File: src/rtl/cmac_tx_kick_arbiter.sv
// Round-robin arbiter sharing one CMAC TX kick/busy/done handshake among
// NUM_REQ frame emitters, with a stuck-MAC timeout and an inter-grant gap.
//
// Ports:
//   clk, reset          single clock, synchronous active-high reset
//   req_kick/req_bytes  per-requester held request and packed 14-bit byte counts
//   req_ack/done/err    per-requester one-cycle status pulses
//   grant_valid/sel     datapath mux select for the granted requester
//   cmac_kick/bytes     kick and byte count towards the CMAC TX sequencer
//   cmac_busy/done      CMAC TX started / finished
//   stat_frames         completed frames (saturating)
//   stat_timeouts       timeouts (saturating)
module cmac_tx_kick_arbiter #(
    parameter int unsigned NUM_REQ        = 4,
    parameter int unsigned MAX_BYTES      = 9600,
    parameter int unsigned TIMEOUT_CYCLES = 65535,
    parameter int unsigned GAP_CYCLES     = 2
) (
    input  logic                       clk,
    input  logic                       reset,
    input  logic [NUM_REQ-1:0]         req_kick,
    input  logic [NUM_REQ*14-1:0]      req_bytes,
    output logic [NUM_REQ-1:0]         req_ack,
    output logic [NUM_REQ-1:0]         req_done,
    output logic [NUM_REQ-1:0]         req_err,
    output logic                       grant_valid,
    output logic [$clog2(NUM_REQ)-1:0] grant_sel,
    output logic                       cmac_kick,
    output logic [13:0]                cmac_bytes,
    input  logic                       cmac_busy,
    input  logic                       cmac_done,
    output logic [31:0]                stat_frames,
    output logic [15:0]                stat_timeouts
);

    localparam int unsigned SEL_W    = $clog2(NUM_REQ);
    localparam int unsigned BYTES_W  = 14;
    localparam int unsigned TMO_W    = 16;
    localparam int unsigned GAP_W    = 4;
    localparam int unsigned FRAMES_W = 32;

    typedef enum logic [1:0] {
        S_IDLE,
        S_KICK,
        S_WAIT_DONE,
        S_GAP
    } state_t;

    state_t               state, state_nxt;
    logic [SEL_W-1:0]     last_grant, last_grant_nxt;
    logic [TMO_W-1:0]     tmo_cnt, tmo_cnt_nxt;
    logic [GAP_W-1:0]     gap_cnt, gap_cnt_nxt;

    logic [NUM_REQ-1:0]   req_ack_nxt, req_done_nxt, req_err_nxt;
    logic                 grant_valid_nxt, cmac_kick_nxt;
    logic [SEL_W-1:0]     grant_sel_nxt;
    logic [BYTES_W-1:0]   cmac_bytes_nxt;
    logic [FRAMES_W-1:0]  stat_frames_nxt;
    logic [TMO_W-1:0]     stat_timeouts_nxt;

    logic [BYTES_W-1:0]   bytes_arr [NUM_REQ];
    logic                 pick_valid;
    logic [SEL_W-1:0]     pick_sel;
    logic [SEL_W-1:0]     scan_idx;
    logic [BYTES_W-1:0]   pick_bytes;
    logic                 pick_legal;
    logic                 tmo_hit;
    logic                 gap_last;

    // Unpack the per-requester byte counts.
    always_comb begin
        for (int unsigned i = 0; i < NUM_REQ; i++) begin
            bytes_arr[i] = req_bytes[BYTES_W*i +: BYTES_W];
        end
    end

    // Round-robin scan starting just after the last granted requester.
    always_comb begin
        pick_valid = 1'b0;
        pick_sel   = '0;
        scan_idx   = '0;
        for (int unsigned k = 1; k <= NUM_REQ; k++) begin
            scan_idx = SEL_W'((32'(last_grant) + k) % NUM_REQ);
            if (!pick_valid && req_kick[scan_idx]) begin
                pick_valid = 1'b1;
                pick_sel   = scan_idx;
            end
        end
    end

    assign pick_bytes = bytes_arr[pick_sel];
    assign pick_legal = (pick_bytes != '0) && (pick_bytes <= BYTES_W'(MAX_BYTES));
    // Fires on the TIMEOUT_CYCLES-th cycle spent in KICK or WAIT_DONE.
    assign tmo_hit    = (tmo_cnt == TMO_W'(TIMEOUT_CYCLES - 1));
    assign gap_last   = (gap_cnt == GAP_W'(GAP_CYCLES - 1));

    // State and registered outputs.
    always_ff @(posedge clk) begin
        if (reset) begin
            state         <= S_IDLE;
            last_grant    <= SEL_W'(NUM_REQ - 1);
            tmo_cnt       <= '0;
            gap_cnt       <= '0;
            req_ack       <= '0;
            req_done      <= '0;
            req_err       <= '0;
            grant_valid   <= 1'b0;
            grant_sel     <= '0;
            cmac_kick     <= 1'b0;
            cmac_bytes    <= '0;
            stat_frames   <= '0;
            stat_timeouts <= '0;
        end else begin
            state         <= state_nxt;
            last_grant    <= last_grant_nxt;
            tmo_cnt       <= tmo_cnt_nxt;
            gap_cnt       <= gap_cnt_nxt;
            req_ack       <= req_ack_nxt;
            req_done      <= req_done_nxt;
            req_err       <= req_err_nxt;
            grant_valid   <= grant_valid_nxt;
            grant_sel     <= grant_sel_nxt;
            cmac_kick     <= cmac_kick_nxt;
            cmac_bytes    <= cmac_bytes_nxt;
            stat_frames   <= stat_frames_nxt;
            stat_timeouts <= stat_timeouts_nxt;
        end
    end

    // Next-state logic; the handshake takes priority over the timeout.
    always_comb begin
        state_nxt = state;
        case (state)
            S_IDLE: begin
                if (pick_valid) state_nxt = pick_legal ? S_KICK : S_GAP;
            end
            S_KICK: begin
                if (cmac_busy && cmac_done) state_nxt = S_GAP;
                else if (cmac_busy)         state_nxt = S_WAIT_DONE;
                else if (tmo_hit)           state_nxt = S_GAP;
            end
            S_WAIT_DONE: begin
                if (cmac_done || tmo_hit) state_nxt = S_GAP;
            end
            S_GAP: begin
                if (gap_last) state_nxt = S_IDLE;
            end
            default: state_nxt = S_IDLE;
        endcase
    end

    // Next values of the registered outputs and counters.
    always_comb begin
        req_ack_nxt       = '0;
        req_done_nxt      = '0;
        req_err_nxt       = '0;
        grant_valid_nxt   = grant_valid;
        grant_sel_nxt     = grant_sel;
        cmac_kick_nxt     = cmac_kick;
        cmac_bytes_nxt    = cmac_bytes;
        stat_frames_nxt   = stat_frames;
        stat_timeouts_nxt = stat_timeouts;
        last_grant_nxt    = last_grant;
        tmo_cnt_nxt       = tmo_cnt;
        gap_cnt_nxt       = gap_cnt;
        case (state)
            S_IDLE: begin
                if (pick_valid) begin
                    last_grant_nxt = pick_sel;
                    if (pick_legal) begin
                        grant_valid_nxt = 1'b1;
                        grant_sel_nxt   = pick_sel;
                        cmac_bytes_nxt  = pick_bytes;
                        cmac_kick_nxt   = 1'b1;
                        tmo_cnt_nxt     = '0;
                    end else begin
                        req_ack_nxt[pick_sel] = 1'b1;
                        req_err_nxt[pick_sel] = 1'b1;
                        gap_cnt_nxt           = '0;
                    end
                end
            end
            S_KICK: begin
                tmo_cnt_nxt = tmo_cnt + TMO_W'(1);
                if (cmac_busy && cmac_done) begin
                    cmac_kick_nxt           = 1'b0;
                    grant_valid_nxt         = 1'b0;
                    req_ack_nxt[grant_sel]  = 1'b1;
                    req_done_nxt[grant_sel] = 1'b1;
                    stat_frames_nxt = (stat_frames == '1) ? stat_frames
                                                          : stat_frames + FRAMES_W'(1);
                    gap_cnt_nxt     = '0;
                end else if (cmac_busy) begin
                    cmac_kick_nxt          = 1'b0;
                    req_ack_nxt[grant_sel] = 1'b1;
                    tmo_cnt_nxt            = '0;
                end else if (tmo_hit) begin
                    cmac_kick_nxt          = 1'b0;
                    grant_valid_nxt        = 1'b0;
                    req_ack_nxt[grant_sel] = 1'b1;
                    req_err_nxt[grant_sel] = 1'b1;
                    stat_timeouts_nxt = (stat_timeouts == '1) ? stat_timeouts
                                                              : stat_timeouts + TMO_W'(1);
                    gap_cnt_nxt       = '0;
                end
            end
            S_WAIT_DONE: begin
                tmo_cnt_nxt = tmo_cnt + TMO_W'(1);
                if (cmac_done) begin
                    grant_valid_nxt         = 1'b0;
                    req_done_nxt[grant_sel] = 1'b1;
                    stat_frames_nxt = (stat_frames == '1) ? stat_frames
                                                          : stat_frames + FRAMES_W'(1);
                    gap_cnt_nxt     = '0;
                end else if (tmo_hit) begin
                    grant_valid_nxt        = 1'b0;
                    req_err_nxt[grant_sel] = 1'b1;
                    stat_timeouts_nxt = (stat_timeouts == '1) ? stat_timeouts
                                                              : stat_timeouts + TMO_W'(1);
                    gap_cnt_nxt       = '0;
                end
            end
            S_GAP: begin
                grant_valid_nxt = 1'b0;
                gap_cnt_nxt     = gap_cnt + GAP_W'(1);
            end
            default: ;
        endcase
    end

endmodule

File: config.mk
export PLATFORM = sky130hd
export DESIGN_NAME = cmac_tx_kick_arbiter
export DESIGN_NICKNAME = d
export VERILOG_FILES = /design/src/rtl/cmac_tx_kick_arbiter.sv
export SDC_FILE = /design/constraint.sdc
export NUM_CORES = 1
export LEC_CHECK = 0
export ABC_AREA = 0
export BUFFER_PORTS_ARGS = -buffer_cell sky130_fd_sc_hd__buf_2
export CAP_MARGIN = 0
export CELL_PAD_IN_SITES_DETAIL_PLACEMENT = 1
export CELL_PAD_IN_SITES_GLOBAL_PLACEMENT = 1
export CORE_UTILIZATION = 25
export CTS_BUF_LIST = sky130_fd_sc_hd__clkbuf_2 sky130_fd_sc_hd__clkbuf_4 sky130_fd_sc_hd__clkbuf_8
export CTS_CLUSTER_SIZE = 16
export DETAILED_ROUTE_END_ITERATION = 10
export PLACE_DENSITY_LB_ADDON = 0.1
export SLEW_MARGIN = 20
export SYNTH_ARGS = -nofsm -noshare
export SYNTH_HDL_FRONTEND = slang
export SYNTH_SLANG_ARGS = --single-unit
File: constraint.sdc
create_clock -name clk -period 7.85 [get_ports clk]
set_clock_uncertainty 0.05 [all_clocks]
set_input_delay 0.3925 -clock clk [delete_from_list [all_inputs] [get_ports clk]]
set_output_delay 0.3925 -clock clk [all_outputs]
set_load 0.005 [all_outputs]
Word level (Yosys, flattened, before mapping)
Index checks and enable logic that the tools add are counted.
- register bits after elaboration: 102
- word-level logic and storage cells: 153
- output and inout port bits: 78
- reductions and logical operators: 25
- muxes and demuxes: 77
- $add $sub $neg: 8
- eq/ne operators: 19
- magnitude comparators: 10
- bitwise gates (word level): 1
- operators with widths (kind ; number):
    16-bit two-way mux ; 9
    32-bit two-way mux ; 3
    4-bit two-way mux ; 16
    32-bit case mux with 2 select lines ; 1
    16-bit case mux with 3 select lines ; 1
    16-bit by 1-bit adder with 16-bit output (second input constant) ; 2
    32-bit by 1-bit adder with 32-bit output (second input constant) ; 1
    16-bit equality test (second input constant) ; 2
    32-bit equality test (second input constant) ; 1
    16-bit case mux with 2 select lines ; 1
    14-bit binary-select mux with 2-bit select ; 1
    14-bit two-way mux ; 2
    2-bit two-way mux ; 11
    2-bit inequality test (second input constant) ; 10
    1-bit two-way mux ; 19
    2-bit by 3-bit less-than comparator with 1-bit output (second input constant) ; 6
    4-bit case mux with 2 select lines ; 2
    4-bit case mux with 4 select lines ; 1
    3-bit AND reduction ; 5
    14-bit less-or-equal comparator (second input constant) ; 1
    14-bit nonzero test ; 1
    4-bit case mux with 3 select lines ; 1
    4-bit AND reduction ; 3
    1-bit binary-select mux with 2-bit select ; 4
    other kinds (22) ; 36

Longest topological paths before layout
Gate-level depths: netlist of run 1.
- depth in word-level cells: 22
- mapped depth: 15
- depth with buffers taken out: 12

Worst setup path before layout of run 1
Ideal clock, no wire load.
- kind: register -> register
- start: register last_grant[1]
- end: register tmo_cnt[1]
- required time: 7.670 ns
- cell stages (with the launch flop): 16
- path slack: 4.696 ns
- clock period less this slack: 3.154 ns
- data arrival time: 2.974 ns
- buffers on the path: 5
- cell sequence: dfxtp_1 -> buf_6 -> or3b_4 -> o21a_1 -> buf_6 -> o21a_4 -> buf_6 -> a21oi_2 -> a22oi_1 -> or4_4 -> o31ai_2 -> o21ba_2 -> buf_6 -> buf_6 -> o21ai_2 -> o41ai_2
- word-level cells in the longest chain between the ends: 21
- elaborated cells on any way between the ends: 36
- those cells by class: add/sub (4); order compare (1); eq/ne (2); mux (19); bitwise (1); reduce/logical (9)
- ends and longest elaborated chain (element ; RTL line ; RTL):
    start: declaration ; 50 ; logic [SEL_W-1:0] last_grant, last_grant_nxt;
    start signal: assignment ; 101 ; last_grant <= SEL_W'(NUM_REQ - 1);
    start signal: assignment ; 115 ; last_grant <= last_grant_nxt;
    2-bit by 1-bit adder with 2-bit output ; 83 ; scan_idx = SEL_W'((32'(last_grant) + k) % NUM_REQ);
    1-bit binary-select mux with 2-bit select ; 84 ; if (!pick_valid && req_kick[scan_idx]) begin
    1-bit two-way mux (not written as such) ; 84 ;
    1-bit two-way mux ; 84 ;
    1-bit logical NOT ; 84 ;
    1-bit logical AND ; 84 ;
    1-bit two-way mux ; 84 ;
    1-bit logical NOT ; 84 ;
    [... 4 more ...] ; -- ;
    2-bit two-way mux ; 84 ;
    2-bit NOT with 3-bit output (not written as such) ; 91 ; assign pick_bytes = bytes_arr[pick_sel];
    14-bit binary-select mux with 2-bit select ; 91 ;
    14-bit two-way mux (not written as such) (2 in a row) ; 91 ;
    14-bit less-or-equal comparator or 14-bit nonzero test (tied branches) ; 92 ; assign pick_legal = (pick_bytes != '0) && (pick_bytes <= BYTES_W'(MAX_BYTES));
    1-bit logical AND ; 92 ;
    2-bit inequality test (no line) ; -- ;
    3-bit AND reduction (no line) * ; -- ;
    end signal: assignment ; 116 ; tmo_cnt <= tmo_cnt_nxt;
    end: declaration ; 51 ; logic [TMO_W-1:0] tmo_cnt, tmo_cnt_nxt;
Mark *: on every way between the ends. The rest lies on a longest branch, timed or not. The select of a mux whose other input is x is not followed.
A chain may end at the register's enable or synchronous reset.

Worst setup path after layout of run 1
- start: register last_grant[1]
- end: register tmo_cnt[7]
Same word-level chain as after synthesis.

==> out/metrics.yaml, run 1 <==
status: "finished clean"
drt_iter0_drc: 240
cts_max_level: 3
fin_crit_sh: 0.523
n_antenna_cell: 0
worstSetupEndpointType: "flop"
ys_ff_latch: 102
grt.overflow.total: 0
syn_avg_cell_area_sq_um: 8.10
ys_async_sr_fraction: 0
max_slew_margin: 0.337
synth_area_leader_cell: "dfxtp_1"
grt_pass1_wl_um: 29300
io_pins: 142
antenna_found_initial: 0
fp.dieW_um: 150
reg2regPathDepth: 10
fmax_mhz: 243
critPathMaxStageDelay_ns: 0.68
wl_um: 18200
setup_viol: 0
start_kind: "flop"
maxCapViolCount: 0
crit-reg2reg-launch: "last_grant[1]"
ant_nets: 0
r2r_setup_slack_ns: 3.74
postCtsHoldBufs: 0
clock_path_buffers: 2
clock-root-buffer: "clkbuf_8"
grt_pass1_vias: 5475
period_minus_slack_ns: 4.11
drive_gt1_frac: 0.231
p_per_area_mw_per_mm2: 270
cts_setup_buffers: 0
yosysSeqAreaShare: 0.374
clk_latency_ns: 0.39
area_growth_syn_to_layout_pct: 19.9
clk_pin_slew_ns: 0.11
ys.warnings.count: 0
syn_area_sq_mm: 0.00547
synthTopCellsByArea: "dfxtp_1 (37%), nand2_1 (5.6%), a21oi_1 (5.3%), nor2_1 (4.9%), xor2_1 (4.8%)"
cts_buffers: 9
dieArea_sq_mm: 0.0225
drc: 0
clock-sinks: 102
whs_endpoint: "cmac_bytes[3]"
syn_nets: 750
regArea_sq_mm: 0.00204
holdCritStartpoint: "req_bytes[45]"
hpwlAfterDp_um: 13500
max_slew.worst_pin.slew_ns: 0.994
arrival_ns: 4.35
tns_ns: 0
timing.rr.end: "tmo_cnt[7]"
critical_path_class: "flop to flop"
dr_total_vias: 5359
worstPathBufferInverterCount: 0
synth.distinct_cells: 67
postCtsResizedCells: 0
cpLargestDelayFamily: "compound AO/OA/AOI/OAI gates"
finalWeightedCongestion: 0.831
dieHeight_um: 150
multi_input_area_sq_mm: 0.00315
synth_edf_count: 0
cts_tree: "built"
rows: 53
finalHoldViolCount: 0
startpoint: "last_grant[1]"
yosysTopAreaCellShare: 0.374
instances_no_fill: 1080
critPathSlowestCell: "o21ba_2"
ys.flop_type: "dfxtp_1"
dp_cells: 1064
drv_slew: 0
vdd_drop_max_mv: 0.111
p_leak_nw: 2.65
fillers: 2592
gr-usage-all-layers: 0.167
min_path_cells: 5
routedWlPerCell_um: 16.8
required_ns: 8.09
grt_max_degree: 88
holdCritPathClass: "primary input to flop"
path_max_fanout: 29
core-area_sq_mm: 0.0212
dr.pass1.iters: 4
vias_per_cell: 4.96
path_cells: "mux2i_1, o21a_1, o21ai_4, a221o_1, a22o_1, or3_1, nor4_4, o21ba_2, o21ai_0, a32o_1"
rsz0062_at_grt: "no"
start_util: 0.258
portBuffers: 141
syn_inst: 675
layout.nets: 875
[report_power, final]
part	internal (W)	total, W	leakage (nW)	switching [W]
registers	0.000579	0.000632	0.825	0.0000530
clock network	0.000122	0.000328	0.0948	0.000205
logic	0.000292	0.000811	1.73	0.000519
[cells by family (layout without fill, tap and decap cells)]
group / count (synthesis) / count (layout) / synth area share
muxes: 5 / 5 / 0.00916
DFF: 102 / 102 / 0.374
xor gates and xnor gates: 38 / 38 / 0.0609
buffers and inverters: 57 / 187 / 0.0510
adders and majority gates: 11 / 11 / 0.0252
AOI/OAI and AO/OA: 168 / 168 / 0.214
and+or+nand+nor: 294 / 294 / 0.267
[per-stage QoR]
step	total power (W)	setup WS, ns	instance area, sq um	hold WS (ns)	util
final	0.00177	3.74	6560	0.350	0.309
after global routing	0.00190	3.37	6560	0.358	0.309
after global placement	0.00144	3.69	6370	0.393	0.300
after detailed placement	0.00146	3.55	6370	0.399	0.300
after floorplan	0.00121	4.70	5470	0.403	-
after CTS	0.00179	3.62	6550	0.319	0.309
[worst max-delay path by stage]
stage                       endpoint  slack, ns  cells after the start
after global routing      tmo_cnt[7]       3.37                     10
after floorplan           tmo_cnt[1]       4.70                     15
after CTS                 tmo_cnt[7]       3.62                     10
after global placement    tmo_cnt[7]       3.69                     11
final                     tmo_cnt[7]       3.74                     10
after detailed placement  tmo_cnt[7]       3.55                     11
[worst min-delay path, stage by stage]
cell and delay [ns]:
buf_2 0.10, nand2_1 0.05, a22oi_1 0.08, nand2_1 0.07, a21oi_1 0.05
[sequential cells by signal, indices dropped and copies added, names as in the netlist, 4 cells and up]
signal,flops
stat_frames,32
stat_timeouts,16
tmo_cnt,16
cmac_bytes,14
gap_cnt,4
req_ack,4
req_done,4
req_err,4
[synthesized netlist by cell type (3+ instances only)]
cell,number
mux2i_1,5
inv_1,23
a21oi_1,58
or2_2,3
buf_2,4
or4_1,5
ha_1,11
o32ai_1,3
and3_1,19
nor3_1,14
a221oi_1,5
and2_1,6
o21ai_0,18
nor2_1,71
nand4_1,13
o21a_1,6
a22oi_1,9
nor2b_1,11
dfxtp_1,102
xor2_1,30
xnor2_1,8
a31o_2,4
buf_6,8
nor4_1,3
nand2_1,82
nor3b_1,4
and4_1,5
clkbuf_1,20
nand2b_1,4
nand3_1,30
or3_1,17
a211oi_1,5
o211ai_1,14
o22ai_1,9
a32o_1,6
[area by class of cell]
cell class              count  share of cell area
flip-flops and latches    102               0.311
well taps                 275              0.0525
inverters                  24              0.0137
clock buffers              10              0.0200
repair buffers            147               0.115
clock inverters             6             0.00687
multi-input cells         516               0.481
[cells in the final DEF, fill, tap and decap left out, types with 6 or more instances in the layout]
| cell type | synthesis | layout |
|---|---|---|
| dfxtp_1 | 102 | 102 |
| a21oi_1 | 58 | 58 |
| nor3_1 | 14 | 14 |
| xnor2_1 | 8 | 8 |
| nand4_1 | 13 | 13 |
| buf_2 | 4 | 141 |
| a22oi_1 | 9 | 9 |
| or3_1 | 17 | 17 |
| buf_4 | 0 | 6 |
| clkbuf_8 | 0 | 9 |
| and2_1 | 6 | 6 |
| inv_1 | 23 | 23 |
| nand3_1 | 30 | 30 |
| o21a_1 | 6 | 6 |
| xor2_1 | 30 | 30 |
| nand2_1 | 82 | 82 |
| ha_1 | 11 | 11 |
| nor2_1 | 71 | 71 |
| nor2b_1 | 11 | 11 |
| o21ai_0 | 18 | 18 |
| o211ai_1 | 14 | 14 |
| o22ai_1 | 9 | 9 |
| a32o_1 | 6 | 6 |
| and3_1 | 19 | 19 |
[layer usage]
layer | share of wire | wire [um] | GRT usage
met5 | 0 | 0 | 0
met4 | 0.014 | 249 | 0.0510
met3 | 0.041 | 743 | 0.0366
met2 | 0.47 | 8640 | 0.274
met1 | 0.47 | 8560 | 0.216
Power figures use the tool's default switching activity.
==> run 2, diff against run 1 <==
==> constraint.sdc (replaced) <==
create_clock -name clk -period 3.76 [get_ports clk]
set_clock_uncertainty 0.05 [all_clocks]
set_input_delay 0.188 -clock clk [delete_from_list [all_inputs] [get_ports clk]]
set_output_delay 0.188 -clock clk [all_outputs]
set_load 0.005 [all_outputs]
==> run 2 against run 1 <==
Via count grew 1.4%. Total power grew 120%. Critical path depth grew 2. Utilization grew 0.86 points.
==> out/metrics.yaml, run 2 (synthesized netlist as in run 1, its figures left out) <==
dieArea_sq_mm: 0.0225
tns_ns: 0
wl_um: 18200
dr_total_vias: 5434
clock_path_buffers: 2
grt.overflow.total: 0
largest_register_ffs: 32
vdd_drop_max_mv: 0.175
finalWeightedCongestion: 0.780
setup_viol: 0
clk_latency_ns: 0.39
cts_max_level: 3
finalHoldViolCount: 0
start_kind: "flop"
area_growth_syn_to_layout_pct: 23.3
holdCritPathClass: "primary input to flop"
timing.rr.end: "tmo_cnt[10]"
core-area_sq_mm: 0.0212
fillers: 2606
postCtsHoldBufs: 0
clock-sinks: 102
rsz0062_at_grt: "no"
cts_tree: "built"
clock-root-buffer: "clkbuf_8"
grt_pass1_wl_um: 29200
reg_top3: "stat_frames: 32 flops, stat_timeouts: 16 flops, tmo_cnt: 16 flops"
hpwlAfterDp_um: 13700
dieHeight_um: 150
drv_slew: 0
p_per_area_mw_per_mm2: 589
r2r_setup_slack_ns: 0.20
fp.dieW_um: 150
final_common_cell: "buf_2"
path_max_fanout: 10
drt_iter0_drc: 195
ant_nets: 0
grt_pass1_vias: 5622
worstSetupEndpointType: "flop"
dr.pass1.iters: 4
startpoint: "last_grant[1]"
io_pins: 142
fmax_mhz: 281
arrival_ns: 3.76
required_ns: 3.97
p_leak_nw: 2.75
max_slew.worst_pin.slew_ns: 0.858
top_register: "stat_frames"
crit-reg2reg-launch: "last_grant[1]"
routedWlPerCell_um: 16.7
clk_pin_slew_ns: 0.10
start_util: 0.258
cts_buffers: 9
grt_max_degree: 43
period_minus_slack_ns: 3.56
instances_no_fill: 1094
vias_per_cell: 4.97
cp-endpoint: "tmo_cnt[10]"
layout_common_cells: "buf_2 (141), dfxtp_1 (102), nand2_1 (82), nor2_1 (71), a21oi_1 (57)"
critical_path_class: "flop to flop"
portBuffers: 141
rows: 53
dp_cells: 1076
total_power_w: 0.00397
status: "finished clean"
n_antenna_cell: 0
drc: 0
layout.nets: 890
antenna_found_initial: 0
fin_crit_sh: 0.946
stdcell_area_sq_mm: 0.00674
max_slew_margin: 0.423
gr-usage-all-layers: 0.165
reg2regPathDepth: 12
maxCapViolCount: 0
dpl_cell_area_sq_mm: 0.00646
drive_gt1_frac: 0.247
run 2: what timing repair did:
action                                  CTS  global route
resized for setup                         1             3
buffers inserted                          0             3
hold endpoints to repair                  0             0
endpoints found under the setup margin    4            27
run 2: metrics by stage:
stage	setup WS, ns	hold slack (ns)	utilization
6_report	0.202	0.135	0.318
4_1_cts	0.0265	0.0986	0.315
3_3_place_gp	0.159	0.393	0.305
5_1_grt	0.0101	0.118	0.318
2_1_floorplan	0.606	0.393	-
3_5_place_dp	-0.00769	0.402	0.305
run 2: worst min path at each step:
stage | to | startpoint | cells after the start | slack (ns)
6_report | tmo_cnt[0] | reset | 2 | 0.13
2_1_floorplan | cmac_bytes[3] | req_bytes[45] | 4 | 0.39
3_5_place_dp | cmac_bytes[9] | cmac_bytes[9] | 2 | 0.40
5_1_grt | tmo_cnt[0] | reset | 2 | 0.12
3_3_place_gp | cmac_bytes[13] | cmac_bytes[13] | 2 | 0.39
4_1_cts | tmo_cnt[0] | reset | 2 | 0.1
run 2: metal layers:
layer  share of wire  vias to the layer above  GRT usage
met2            0.47                      111      0.281
met1            0.47                     2613      0.207
met4           0.014                        0     0.0444
met3           0.043                       15     0.0396
met5               0                        -          0
li1                -                     2695          -
run 2: critical path, stage by stage, from the launching register on:
cell	delay (ns)
dfxtp_1	0.49
a21oi_1	0.11
a31o_2	0.24
o22a_1	0.29
buf_4	0.21
a221oi_1	0.31
o22ai_1	0.19
or3_1	0.42
nor4_4	0.41
o21bai_4	0.18
buf_4	0.23
a22oi_1	0.21
o32ai_2	0.10
run 2: area by class of cell:
type	count	area, sq um	share of cell area
Clock inverter	5	82.6	0.0123
Tap cell	275	344	0.0511
Multi-Input combinational cell	516	3170	0.470
Sequential cell	102	2040	0.303
Clock buffer	10	138	0.0204
Timing Repair Buffer	162	876	0.130
Inverter	24	90.1	0.0134
run 2: where the power goes:
group	total (W)	switching [W]	leakage, nW	internal [W]
registers	0.00132	0.000108	0.825	0.00121
clock network	0.000802	0.000409	0.113	0.000393
logic	0.00185	0.00112	1.81	0.000731
total	0.00397	0.00163	2.75	0.00233
==> run 3, diff against run 2 <==
--- a/config.mk
+++ b/config.mk
@@ -10,7 +10,7 @@
 export CAP_MARGIN = 0
 export CELL_PAD_IN_SITES_DETAIL_PLACEMENT = 1
 export CELL_PAD_IN_SITES_GLOBAL_PLACEMENT = 1
-export CORE_UTILIZATION = 25
+export CORE_UTILIZATION = 36
 export CTS_BUF_LIST = sky130_fd_sc_hd__clkbuf_2 sky130_fd_sc_hd__clkbuf_4 sky130_fd_sc_hd__clkbuf_8
 export CTS_CLUSTER_SIZE = 16
 export DETAILED_ROUTE_END_ITERATION = 10
==> run 3 against run 2 <==
The flow now finishes with violations (design-rule violations). Worst hold slack hardly changed. Critical path depth unchanged. Sequential power about the same. Clock-buffer cell count fell by 1. Register-to-register slack better by 0.03 ns. First-iteration DRC count increased by 28%. Wire length decreased by 6.7%. Design area is 3.0% lower. Flip-flop and latch count unchanged. Die area fell by 30%. Global-route usage increased by 5.8 points. Highest routed layer unchanged.
==> out/metrics.yaml, run 3 (synthesized netlist as in run 1, its figures left out) <==
clock-sinks: 102
maxCapViolCount: 0
grt.overflow.total: 0
fin_crit_sh: 0.938
start_kind: "flop"
top_register: "stat_frames"
layout_common_cells: "buf_2 (141), dfxtp_1 (101), nand2_1 (82), nor2_1 (71), a21oi_1 (58)"
required_ns: 4.05
setup_viol: 0
grt_max_degree: 69
start_util: 0.372
cts_tree: "built"
cts_buffers: 9
layout.nets: 882
portBuffers: 141
drc: 8
path_max_fanout: 8
max_slew_margin: 0.373
clk_pin_slew_ns: 0.11
dieHeight_um: 125
violations: "design-rule violations"
reg_top3: "stat_frames: 32 flops, stat_timeouts: 16 flops, tmo_cnt: 16 flops"
antenna_found_initial: 0
p_per_area_mw_per_mm2: 584
status: "complete, but fails checks"
instances_no_fill: 996
wl_um: 17000
drive_gt1_frac: 0.240
gr-usage-all-layers: 0.223
critical_path_class: "flop to flop"
finalHoldViolCount: 0
final_common_cell: "buf_2"
rows: 44
holdCritPathClass: "primary input to flop"
cts_max_level: 3
tns_ns: 0
area_growth_syn_to_layout_pct: 19.6
clock-root-buffer: "clkbuf_8"
worstSetupEndpointType: "flop"
drt_iter0_drc: 250
hpwlAfterDp_um: 12700
clock_path_buffers: 2
vdd_drop_max_mv: 0.241
n_antenna_cell: 0
grt_pass1_vias: 5643
io_pins: 142
period_minus_slack_ns: 3.53
drv_slew: 0
vias_per_cell: 5.50
arrival_ns: 3.82
fp.dieW_um: 125
clk_latency_ns: 0.40
rsz0062_at_grt: "no"
largest_register_ffs: 32
p_leak_nw: 2.69
dr_total_vias: 5475
dieArea_sq_mm: 0.0157
max_slew.worst_pin.slew_ns: 0.932
dp_cells: 980
routedWlPerCell_um: 17.1
grt_pass1_wl_um: 28100
ant_nets: 0
fmax_mhz: 284
core-area_sq_mm: 0.0147
finalWeightedCongestion: 0.808
dr.pass1.iters: 8
## run 3: changes by cell type in the layout (fill, tap and decap cells not counted), sizes merged
cell      change
clkinvlp      +1
buf           -8
bufinv        -1
clkbuf        -1
inv           +2
## run 3: per-stage QoR
| step | hold slack [ns] | power, W | setup slack (ns) | utilization | cell area, sq um |
|---|---|---|---|---|---|
| final | 0.135 | 0.00381 | 0.235 | 0.445 | 6540 |
| after global routing | 0.149 | 0.00407 | 0.0337 | 0.445 | 6540 |
| after CTS | 0.109 | 0.00383 | 0.116 | 0.444 | 6530 |
| after detailed placement | 0.408 | 0.00304 | 0.127 | 0.429 | 6310 |
| after global placement | 0.392 | 0.00298 | 0.275 | 0.429 | 6310 |
| after floorplan | 0.393 | 0.00253 | 0.606 | - | 5470 |
## run 3: power by group
group,internal [W],switching [W],total (W)
registers,0.00121,0.000112,0.00132
clock network,0.000324,0.000451,0.000775
logic,0.000654,0.00106,0.00172
total,0.00219,0.00163,0.00381
## run 3: per-layer routing
| layer | vias to the layer above | routed length, um | global-route usage | part of all wire |
|---|---|---|---|---|
| met5 | - | 0 | 0 | 0 |
| met4 | 0 | 274 | 0.0875 | 0.016 |
| met3 | 15 | 824 | 0.0372 | 0.048 |
| met2 | 129 | 8280 | 0.394 | 0.49 |
| met1 | 2651 | 7650 | 0.270 | 0.45 |
| li1 | 2680 | - | - | - |
## run 3: worst paths after layout
check	from	end	slack, ns	depth (start not counted)
setup / recovery	last_grant[1]	tmo_cnt[12]	0.23	12
hold / removal	req_bytes[45]	cmac_bytes[3]	0.13	5
setup reg to reg	last_grant[1]	tmo_cnt[12]	0.23	12
hold reg to reg	cmac_bytes[9]	cmac_bytes[9]	0.43	2
## run 3: critical path, cell delays in order (launching register included)
cell and delay [ns]:
dfxtp_2 0.38, or3b_4 0.44, o21a_1 0.17, buf_4 0.18, o211ai_1 0.10, o211ai_1 0.13
a22o_1 0.29, or3_1 0.47, nor4_4 0.27, buf_4 0.18, o21bai_2 0.09, a21oi_1 0.50
a32o_1 0.21
## run 3: area by class of cell
class                   instances  area, sq um
clock buffers                   9          124
flip-flops and latches        102         2040
fillers                      1832         8160
well taps                     184          230
repair buffers                154          803
clock inverters                 7         91.3
multi-input cells             516         3160
inverters                      24         90.1
## run 3: timing repair
action	CTS	global route
hold buffers	0	0
endpoints found under the setup margin	0	24
resized for setup	0	3
buffers inserted	0	0
